**config.mk**
```make
export PLATFORM = sky130hd
export DESIGN_NAME = pixel_plot_receiver
export DESIGN_NICKNAME = d
export VERILOG_FILES = /design/src/rtl/pixel_plot_receiver.sv
export SDC_FILE = /design/constraint.sdc
export NUM_CORES = 1
export LEC_CHECK = 0
export CORE_MARGIN = 4
export CORE_UTILIZATION = 45
export CTS_BUF_LIST = sky130_fd_sc_hd__clkbuf_4 sky130_fd_sc_hd__clkbuf_8 sky130_fd_sc_hd__clkbuf_16
export CTS_CLUSTER_DIAMETER = 80
export DETAILED_ROUTE_END_ITERATION = 8
export SYNTH_ARGS = -nofsm -noshare
export SYNTH_HDL_FRONTEND = slang
export SYNTH_SLANG_ARGS = --single-unit
export TNS_END_PERCENT = 20
```
**constraint.sdc**
```tcl
create_clock -name clock -period 5.59 [get_ports clock]
set_input_delay 0.8385 -clock clock [delete_from_list [all_inputs] [get_ports clock]]
set_output_delay 0.8385 -clock clock [all_outputs]
set_load 0.02 [all_outputs]
```
**src/rtl/pixel_plot_receiver.sv**
```systemverilog
// pixel_plot_receiver
//   Receiving end of the pixel-plot interface. Plot requests are
//   bounds-checked and then queued in a small FIFO. Each queued pixel is
//   turned into a linear framebuffer address (y*WIDTH+x) and written
//   through a ready/valid holding register. The block also runs a
//   full-screen clear when asked.
//
// Ports
//   clock, reset         : system clock; synchronous active-high reset
//   plot, x, y, colour   : plot request, one pixel per high cycle
//   clearScreen          : clear request pulse
//   clearColour          : fill colour, sampled together with clearScreen
//   memReady             : framebuffer accepts the presented write
//   memAddress/memData/memWren : framebuffer write port (holding register)
//   busy                 : work outstanding (not IDLE, FIFO non-empty, clear pending)
//   clearDone            : one-cycle pulse when the clear finishes
//   dropCount, oobCount  : saturating counts of refused and out-of-bounds plots
module pixel_plot_receiver #(
  parameter int WIDTH      = 320,
  parameter int HEIGHT     = 240,
  parameter int FIFO_DEPTH = 8,
  parameter int ADDR_WIDTH = 17
) (
  input  logic                  clock,
  input  logic                  reset,
  input  logic                  plot,
  input  logic [8:0]            x,
  input  logic [7:0]            y,
  input  logic [2:0]            colour,
  input  logic                  clearScreen,
  input  logic [2:0]            clearColour,
  input  logic                  memReady,
  output logic [ADDR_WIDTH-1:0] memAddress,
  output logic [2:0]            memData,
  output logic                  memWren,
  output logic                  busy,
  output logic                  clearDone,
  output logic [7:0]            dropCount,
  output logic [7:0]            oobCount
);

  localparam int PTR_W = $clog2(FIFO_DEPTH);
  localparam int LAST  = WIDTH * HEIGHT - 1;

  localparam logic [0:0] S_IDLE  = 1'b0;
  localparam logic [0:0] S_CLEAR = 1'b1;

  logic [0:0]            r_state;
  logic [19:0]           r_fifo [FIFO_DEPTH];
  // Pointers carry one extra wrap bit so full and empty are distinguishable.
  logic [PTR_W:0]        r_wptr, r_rptr;
  logic                  r_clrPend;
  logic [2:0]            r_clrCol;
  logic [ADDR_WIDTH-1:0] r_memAddr;
  logic [2:0]            r_memData;
  logic                  r_memWren;
  logic                  r_clearDone;
  logic [7:0]            r_drop, r_oob;

  logic                  w_empty, w_full, w_oob, w_drop, w_push, w_free, w_pop;
  logic [19:0]           w_head;
  logic [8:0]            w_hx;
  logic [7:0]            w_hy;
  logic [2:0]            w_hcol;
  logic [ADDR_WIDTH-1:0] w_addr;

  assign w_empty = (r_wptr == r_rptr);
  assign w_full  = (r_wptr[PTR_W] != r_rptr[PTR_W]) &&
                   (r_wptr[PTR_W-1:0] == r_rptr[PTR_W-1:0]);

  // Out-of-bounds wins over the drop check. r_clrPend stays high for the
  // whole clear, so it covers both "pending" and "active".
  assign w_oob  = plot && ((32'(x) >= WIDTH) || (32'(y) >= HEIGHT));
  assign w_drop = plot && !w_oob && (w_full || r_clrPend);
  assign w_push = plot && !w_oob && !w_full && !r_clrPend;

  // The output register can take new data if it is empty or draining this edge.
  assign w_free = !r_memWren || memReady;
  assign w_pop  = (r_state == S_IDLE) && !w_empty && w_free;

  assign w_head = r_fifo[r_rptr[PTR_W-1:0]];
  assign w_hx   = w_head[19:11];
  assign w_hy   = w_head[10:3];
  assign w_hcol = w_head[2:0];
  assign w_addr = ADDR_WIDTH'(w_hy) * ADDR_WIDTH'(WIDTH) + ADDR_WIDTH'(w_hx);

  // FIFO storage is not reset; the pointers alone define its contents.
  always_ff @(posedge clock) begin
    if (w_push) r_fifo[r_wptr[PTR_W-1:0]] <= {x, y, colour};
  end

  always_ff @(posedge clock) begin
    if (reset) begin
      r_state     <= S_IDLE;
      r_wptr      <= '0;
      r_rptr      <= '0;
      r_clrPend   <= 1'b0;
      r_clrCol    <= 3'd0;
      r_memAddr   <= '0;
      r_memData   <= 3'd0;
      r_memWren   <= 1'b0;
      r_clearDone <= 1'b0;
      r_drop      <= 8'd0;
      r_oob       <= 8'd0;
    end else begin
      r_clearDone <= 1'b0;
      if (w_oob  && (r_oob  != 8'hFF)) r_oob  <= r_oob  + 8'd1;
      if (w_drop && (r_drop != 8'hFF)) r_drop <= r_drop + 8'd1;
      if (w_push) r_wptr <= r_wptr + 1'b1;

      // A request while a clear is pending or running is ignored outright.
      if (clearScreen && !r_clrPend) begin
        r_clrPend <= 1'b1;
        r_clrCol  <= clearColour;
      end

      case (r_state)
        S_IDLE: begin
          if (w_pop) begin
            r_memAddr <= w_addr;
            r_memData <= w_hcol;
            r_memWren <= 1'b1;
            r_rptr    <= r_rptr + 1'b1;
          end else if (w_free) begin
            // Queued plots drain first; the clear starts only once the
            // FIFO is empty and the last pixel write is leaving.
            if (r_clrPend) begin
              r_state   <= S_CLEAR;
              r_memAddr <= '0;
              r_memData <= r_clrCol;
              r_memWren <= 1'b1;
            end else begin
              r_memWren <= 1'b0;
            end
          end
        end
        S_CLEAR: begin
          // memAddress doubles as the clear counter.
          if (r_memWren && memReady) begin
            if (r_memAddr == ADDR_WIDTH'(LAST)) begin
              r_memWren   <= 1'b0;
              r_clearDone <= 1'b1;
              r_clrPend   <= 1'b0;
              r_state     <= S_IDLE;
            end else begin
              r_memAddr <= r_memAddr + 1'b1;
            end
          end
        end
        default: r_state <= S_IDLE;
      endcase
    end
  end

  assign memAddress = r_memAddr;
  assign memData    = r_memData;
  assign memWren    = r_memWren;
  assign clearDone  = r_clearDone;
  assign dropCount  = r_drop;
  assign oobCount   = r_oob;
  assign busy       = (r_state != S_IDLE) || !w_empty || r_clrPend;

endmodule

```
==> results.py, run 1 <==
metrics = {
    "worst_hold_path": {
        "hold_class": "reg2reg",
    },
    "finish": {
        "fillers": 1653,
        "drive_gt1_frac": 0.1660,
        "layout_commonest_cell": "edfxtp_1",
        "final_cells": 993,
        "mostFrequentLayoutCells": "160 x edfxtp_1, 65 x clkdlybuf4s50_1, 53 x dfxtp_1",
        "regArea_sq_um": 5887,
        "final_nets": 757,
        "area_delta_synth_final_pct": 18.74,
        "num_antenna_cells": 0,
        "multi_input_area_sq_um": 3221,
    },
    "sta": {
        "period_share": 0.7843,
        "fin_crit_ps": 4384,
        "drv_slew": 0,
        "setup_violations": 0,
        "grt_setup_unrepaired": "false",
        "maxSlewHeadroom": 0.3540,
        "timing.fmax_ghz": 0.2281,
        "finalHoldViolations": 0,
        "tightest_slew_ps": 969.0,
        "fin_skew_ps": 15.38,
        "fin_tns_setup_ps": 0,
    },
    "placement": {
        "dp.cells": 952,
        "portBuffers": 66,
        "place_congestion": 0.8097,
        "dp_hpwl_mm": 12.83,
    },
    "route": {
        "drcViolationCount": 0,
        "route.vias.total": 5610,
        "first_pass_iters": 4,
        "drtIter0Drc": 364,
        "wl_mm": 19.91,
        "wl_per_cell_um": 20.05,
        "vias_per_cell": 5.650,
        "antenna_left": 0,
    },
    "clocking": {
        "clkTransAtPathRegs_ps": 60,
        "cts.path.max_buffers": 3,
        "cts_tree": "built",
        "cts_max_level": 1,
        "post-cts-setup-buffers": 0,
        "clock_latency_ps": 500,
        "hold_buffers": 0,
        "cts_resized": 0,
        "cts.sinks": 214,
        "cts_root_buffer": "clkbuf_16",
        "cts_buffers": 23,
    },
    "logic_synthesis": {
        "synth_compound_area_frac": 0.07153,
        "synth_flop_cell": "edfxtp_1",
        "seq_area_frac_synth": 0.6372,
        "synthArstFlopShare": 0,
        "synth_edf_count": 160,
        "synth_cell_type_count": 62,
        "ys_warn_count": 0,
        "avgSynthCellArea_sq_um": 14.61,
        "synthAdderAreaFrac": 0.03143,
        "synth_cells": 632,
        "yosysTopAreaCellShare": 0.5202,
        "synth.area.mux_share": 0.1263,
        "yosys.area_share.simple": 0.08927,
        "synth_top_family_by_area": "multiplexers",
        "synth_area_leaders": "edfxtp_1 52%, dfxtp_1 12%, mux4_2 9.8%, ha_1 2.7%, nor2_1 2.0%",
        "synth_nets": 682,
        "ys_ff_latch": 214,
        "yosys.area_share.xor_xnor": 0.02750,
        "synth_top_area_cell": "edfxtp_1",
        "synth.cell_area_sq_um": 9236,
    },
    "floorplanning": {
        "coreArea_sq_um": 20230,
        "die_h_um": 151.3,
        "start_util": 0.4565,
        "num_rows": 52,
        "io_pins": 67,
        "die-area_sq_um": 22880,
        "die_w_um": 151.3,
    },
    "worst_setup_path": {
        "crit_path_max_fanout": 14,
        "rrSetupSlack_ps": 1210,
        "cp.arrival_ps": 4770,
        "end_kind": "flop",
        "startpoint_type": "flop",
        "required_ps": 5980,
        "path_class": "reg2reg",
    },
    "grt": {
        "grt_antenna_before_repair": 0,
        "grt_pass1_wl_mm": 31.05,
        "grt_max_degree": 52,
        "grt_pass1_vias": 5610,
        "overflow": 0,
        "grt_usage": 0.1754,
    },
    "power_and_ir_drop": {
        "leakage_nw": 3.543,
        "ir_worst_vdd_mv": 0.2365,
        "power-per-cell-area_nw_per_um2": 429.0,
    },
    "status": {
        "outcome": "finished clean",
    },
    "job": {
        "drv_cap": 0,
    },
}
-- cells in the mapped netlist (all sizes together) (2+ instances only) --
master / number
edfxtp: 160
inv: 8
nor3: 15
or3: 7
nand4: 15
o221a: 2
mux2: 12
nand2: 38
buf: 8
a21oi: 32
dfxtp: 54
a31oi: 2
a41oi: 2
or2: 3
nand3: 10
nor3b: 2
ha: 20
mux4: 40
a221oi: 4
xor2: 20
xnor2: 9
nor2b: 2
o32ai: 4
and2: 3
clkbuf: 20
nor4b: 2
o22ai: 4
o211ai: 4
a211oi: 4
fa: 2
or4: 4
nand2b: 3
nor2: 49
nand4b: 2
mux2i: 13
o21ai: 26
a21o: 3
and3: 6
o21a: 2
o21bai: 3
-- critical path, cell delays in order, from the launching register on --
cell and delay, ps:
dfxtp_2 660, buf_4 360, mux4_2 520, mux2_2 310, ha_1 190, ha_1 210
fa_1 420, a211oi_1 500, o22ai_1 170, nor4bb_1 450, xnor2_1 180, nor2_1 60
o31a_1 240
-- flip-flops by register name, indices dropped and copies added, names as in the netlist, 3 cells and up, named ones only --
register,flops
dropCount,8
r_wptr,4
memAddress,17
memData,3
oobCount,8
r_fifo,160
r_clrCol,3
r_rptr,4
-- area by class of cell --
| class | instances | area share |
|---|---|---|
| Sequential cell | 214 | 0.5368 |
| Multi-Input combinational cell | 381 | 0.2937 |
| Timing Repair Buffer | 78 | 0.06800 |
| Clock buffer | 26 | 0.05453 |
| Tap cell | 270 | 0.03080 |
| Clock inverter | 15 | 0.01312 |
| Inverter | 9 | 0.003080 |
-- where the power goes --
part | total, W | switching (W) | internal (W) | leakage (nW)
sequential | 0.00187 | 0.000103 | 0.00177 | 1.88
combinational | 0.00135 | 0.000739 | 0.000615 | 1.30
clock | 0.00148 | 0.000575 | 0.000902 | 0.363
-- stage by stage --
| stage | setup slack (ps) | hold WS, ps | util | total power, W | cell area [sq um] |
|---|---|---|---|---|---|
| CTS | 1150 | 459.4 | 0.5420 | 0.004748 | 10970 |
| global route | 856.9 | 492.0 | 0.5420 | 0.004955 | 10970 |
| global placement | 1289 | 444.3 | 0.5053 | 0.003220 | 10220 |
| floorplan | 1092 | 461.0 | - | 0.002876 | 9236 |
| finish | 1206 | 458.5 | 0.5420 | 0.004704 | 10970 |
| detailed placement | 1144 | 451.3 | 0.5053 | 0.003257 | 10220 |
-- routing by layer --
layer	wire (um)	part of all wire	global-route usage
met1	9112	0.46	0.2476
met3	911	0.046	0.02902
met2	9547	0.48	0.2865
met5	0	0	0
met4	337	0.017	0.04216
-- final timing paths --
check | to | startpoint | cells past startpoint
hold / removal | memData[0]$_SDFFE_PP0P_ | memData[0]$_SDFFE_PP0P_ | 2
hold reg to reg | memData[0]$_SDFFE_PP0P_ | memData[0]$_SDFFE_PP0P_ | 2
setup reg to reg | memAddress[14]$_SDFFE_PP0P_ | flop | 12
setup / recovery | memAddress[14]$_SDFFE_PP0P_ | flop | 12
-- kinds of logic (layout without fill, tap and decap cells) --
family | after synthesis | in the layout
buf+inv | 37 | 128
fa+ha+maj | 22 | 22
xor+xnor | 29 | 29
flops | 214 | 214
mux | 65 | 65
simple gates | 165 | 165
compound gates | 100 | 100
Note: power is estimated with default switching activity, not from simulation.
==> run 2: changes to the inputs <==
--- a/config.mk
+++ b/config.mk
@@ -10,6 +10,7 @@
 export CTS_BUF_LIST = sky130_fd_sc_hd__clkbuf_4 sky130_fd_sc_hd__clkbuf_8 sky130_fd_sc_hd__clkbuf_16
 export CTS_CLUSTER_DIAMETER = 80
 export DETAILED_ROUTE_END_ITERATION = 8
+export PLACE_DENSITY = 0.66
 export SYNTH_ARGS = -nofsm -noshare
 export SYNTH_HDL_FRONTEND = slang
 export SYNTH_SLANG_ARGS = --single-unit
==> constraint.sdc (replaced) <==
create_clock -name clock -period 4 [get_ports clock]
set_input_delay 0.6 -clock clock [delete_from_list [all_inputs] [get_ports clock]]
set_output_delay 0.6 -clock clock [all_outputs]
set_load 0.02 [all_outputs]
==> results.py, run 2 (synthesis gave the netlist of run 1 again) <==
metrics = {
    "grt": {
        "overflow": 0,
        "grt_max_degree": 52,
        "grt_antenna_before_repair": 0,
        "grt_usage": 0.1747,
        "grt_pass1_wl_mm": 30.88,
        "grt_pass1_vias": 5519,
    },
    "route": {
        "drtIter0Drc": 337,
        "drcViolationCount": 0,
        "first_pass_iters": 5,
        "wl_met1_mm": 8.806,
        "vias_per_cell": 5.632,
        "wl_per_cell_um": 19.78,
        "highest_layer": "met4",
        "antenna_left": 0,
        "wl_mm": 19.68,
        "route.vias.total": 5604,
        "met3_length_mm": 1.090,
        "met2WireLength_mm": 9.384,
    },
    "finish": {
        "final_nets": 759,
        "area_delta_synth_final_pct": 20.17,
        "mostFrequentLayoutCells": "160 x edfxtp_1, 65 x clkdlybuf4s50_1, 53 x dfxtp_1",
        "drive_gt1_frac": 0.1752,
        "largest_reg_flops": 160,
        "final_area_sq_um": 11100,
        "num_antenna_cells": 0,
        "layout_commonest_cell": "edfxtp_1",
    },
    "floorplanning": {
        "die_h_um": 151.3,
        "io_pins": 67,
        "coreArea_sq_um": 20230,
        "start_util": 0.4565,
        "num_rows": 52,
        "die-area_sq_um": 22880,
        "die_w_um": 151.3,
    },
    "clocking": {
        "cts_buffers": 23,
        "cts_tree": "built",
        "cts_root_buffer": "clkbuf_16",
        "cts_max_level": 1,
        "clock_latency_ps": 520,
        "cts.path.max_buffers": 3,
        "clkTransAtPathRegs_ps": 60,
        "cts.sinks": 214,
    },
    "sta": {
        "grt_setup_unrepaired": "false",
        "period_share": 0.9416,
        "holdWs_ps": 471.1,
        "finalWorstSetupSlack_ps": 233.7,
        "tightest_slew_ps": 986.4,
        "drv_slew": 0,
        "finalHoldViolations": 0,
        "fin_tns_setup_ps": 0,
        "maxSlewHeadroom": 0.3424,
        "fin_skew_ps": 10.42,
        "fin_crit_ps": 3766,
        "timing.fmax_ghz": 0.2655,
        "setup_violations": 0,
    },
    "power_and_ir_drop": {
        "ir_worst_vdd_mv": 0.3058,
        "leakage_nw": 3.591,
        "power_w": 0.006693,
        "power-per-cell-area_nw_per_um2": 603.0,
    },
    "placement": {
        "dpl_worst_slack_ps": 133.6,
        "dp_hpwl_mm": 12.47,
        "portBuffers": 66,
        "place_congestion": 0.8003,
        "place_area_sq_um": 10290,
    },
    "worst_setup_path": {
        "cp_common_cell": "ha_1",
        "crit_chain": "buf_12 > mux4_2 > mux2_2 > ha_1 > ha_1 > fa_1 > a211oi_2 > o22ai_1 > nor4bb_2 > xnor2_1 > nor2_1 > o31a_1",
        "end_kind": "flop",
        "cp.arrival_ps": 4170,
        "path_class": "reg2reg",
        "startpoint_type": "flop",
        "cp_slowest_stage_delay_ps": 510,
        "crit_buf_inv": 1,
        "crit_path_max_fanout": 18,
        "critPathTopFamily": "adder cells",
        "cp_slowest_cell": "mux4_2",
        "required_ps": 4410,
    },
    "status": {
        "outcome": "finished clean",
    },
    "job": {
        "drv_cap": 0,
    },
    "worst_hold_path": {
        "hold_class": "reg2reg",
    },
}
run 2: cell count changes in the layout (fill, tap and decap cells not counted), moves of 2 or more:
cell / previous run / this run
buf_12: 0 / 4
buf_4: 12 / 10
clkinv_1: 8 / 6
clkinv_2: 3 / 1
run 2: worst paths after layout:
| path | start | end | slack, ps | cells after the start |
|---|---|---|---|---|
| setup / recovery | flop | memAddress[14]$_SDFFE_PP0P_ | 230 | 12 |
| hold / removal | memData[1]$_SDFFE_PP0P_ | memData[1]$_SDFFE_PP0P_ | 470 | 2 |
| setup reg to reg | flop | memAddress[14]$_SDFFE_PP0P_ | 230 | 12 |
| hold reg to reg | memData[1]$_SDFFE_PP0P_ | memData[1]$_SDFFE_PP0P_ | 470 | 2 |
run 2: per-stage QoR:
step                std cells  utilization
floorplan                 632            -
global placement          954       0.5088
detailed placement        954       0.5088
CTS                       995       0.5477
global route              995       0.5485
finish                    995       0.5485
run 2: cell type report:
class | instances | area (sq um)
Fill cell | 1627 | 9135
Sequential cell | 214 | 5889
Multi-Input combinational cell | 381 | 3239
Timing Repair Buffer | 80 | 810.8
Clock buffer | 27 | 605.6
Tap cell | 270 | 337.8
Clock inverter | 14 | 182.7
Inverter | 9 | 33.78
run 2: metal layers:
| layer | vias to the layer above | track usage |
|---|---|---|
| met3 | 33 | 0.03202 |
| li1 | 2629 | - |
| met5 | - | 0 |
| met2 | 148 | 0.2834 |
| met4 | 0 | 0.04216 |
| met1 | 2794 | 0.2460 |
run 2: what timing repair did:
item                                    4_1_cts  5_1_grt
endpoints found under the setup margin        0        3
setup buffers                                 0        0
gates resized for setup                       0        4
hold buffers                                  0        0
run 2: worst min-delay path, stage by stage, from the launching register on:
cell	delay [ps]
dfxtp_1	310
nand2_1	50
a21oi_1	60
run 2: power by group:
| part | internal, W | total [W] | switching (W) |
|---|---|---|---|
| logic | 0.000891 | 0.00191 | 0.00101 |
| clock network | 0.00135 | 0.00219 | 0.000842 |
| registers | 0.00248 | 0.00260 | 0.000123 |
| total | 0.00471 | 0.00669 | 0.00198 |
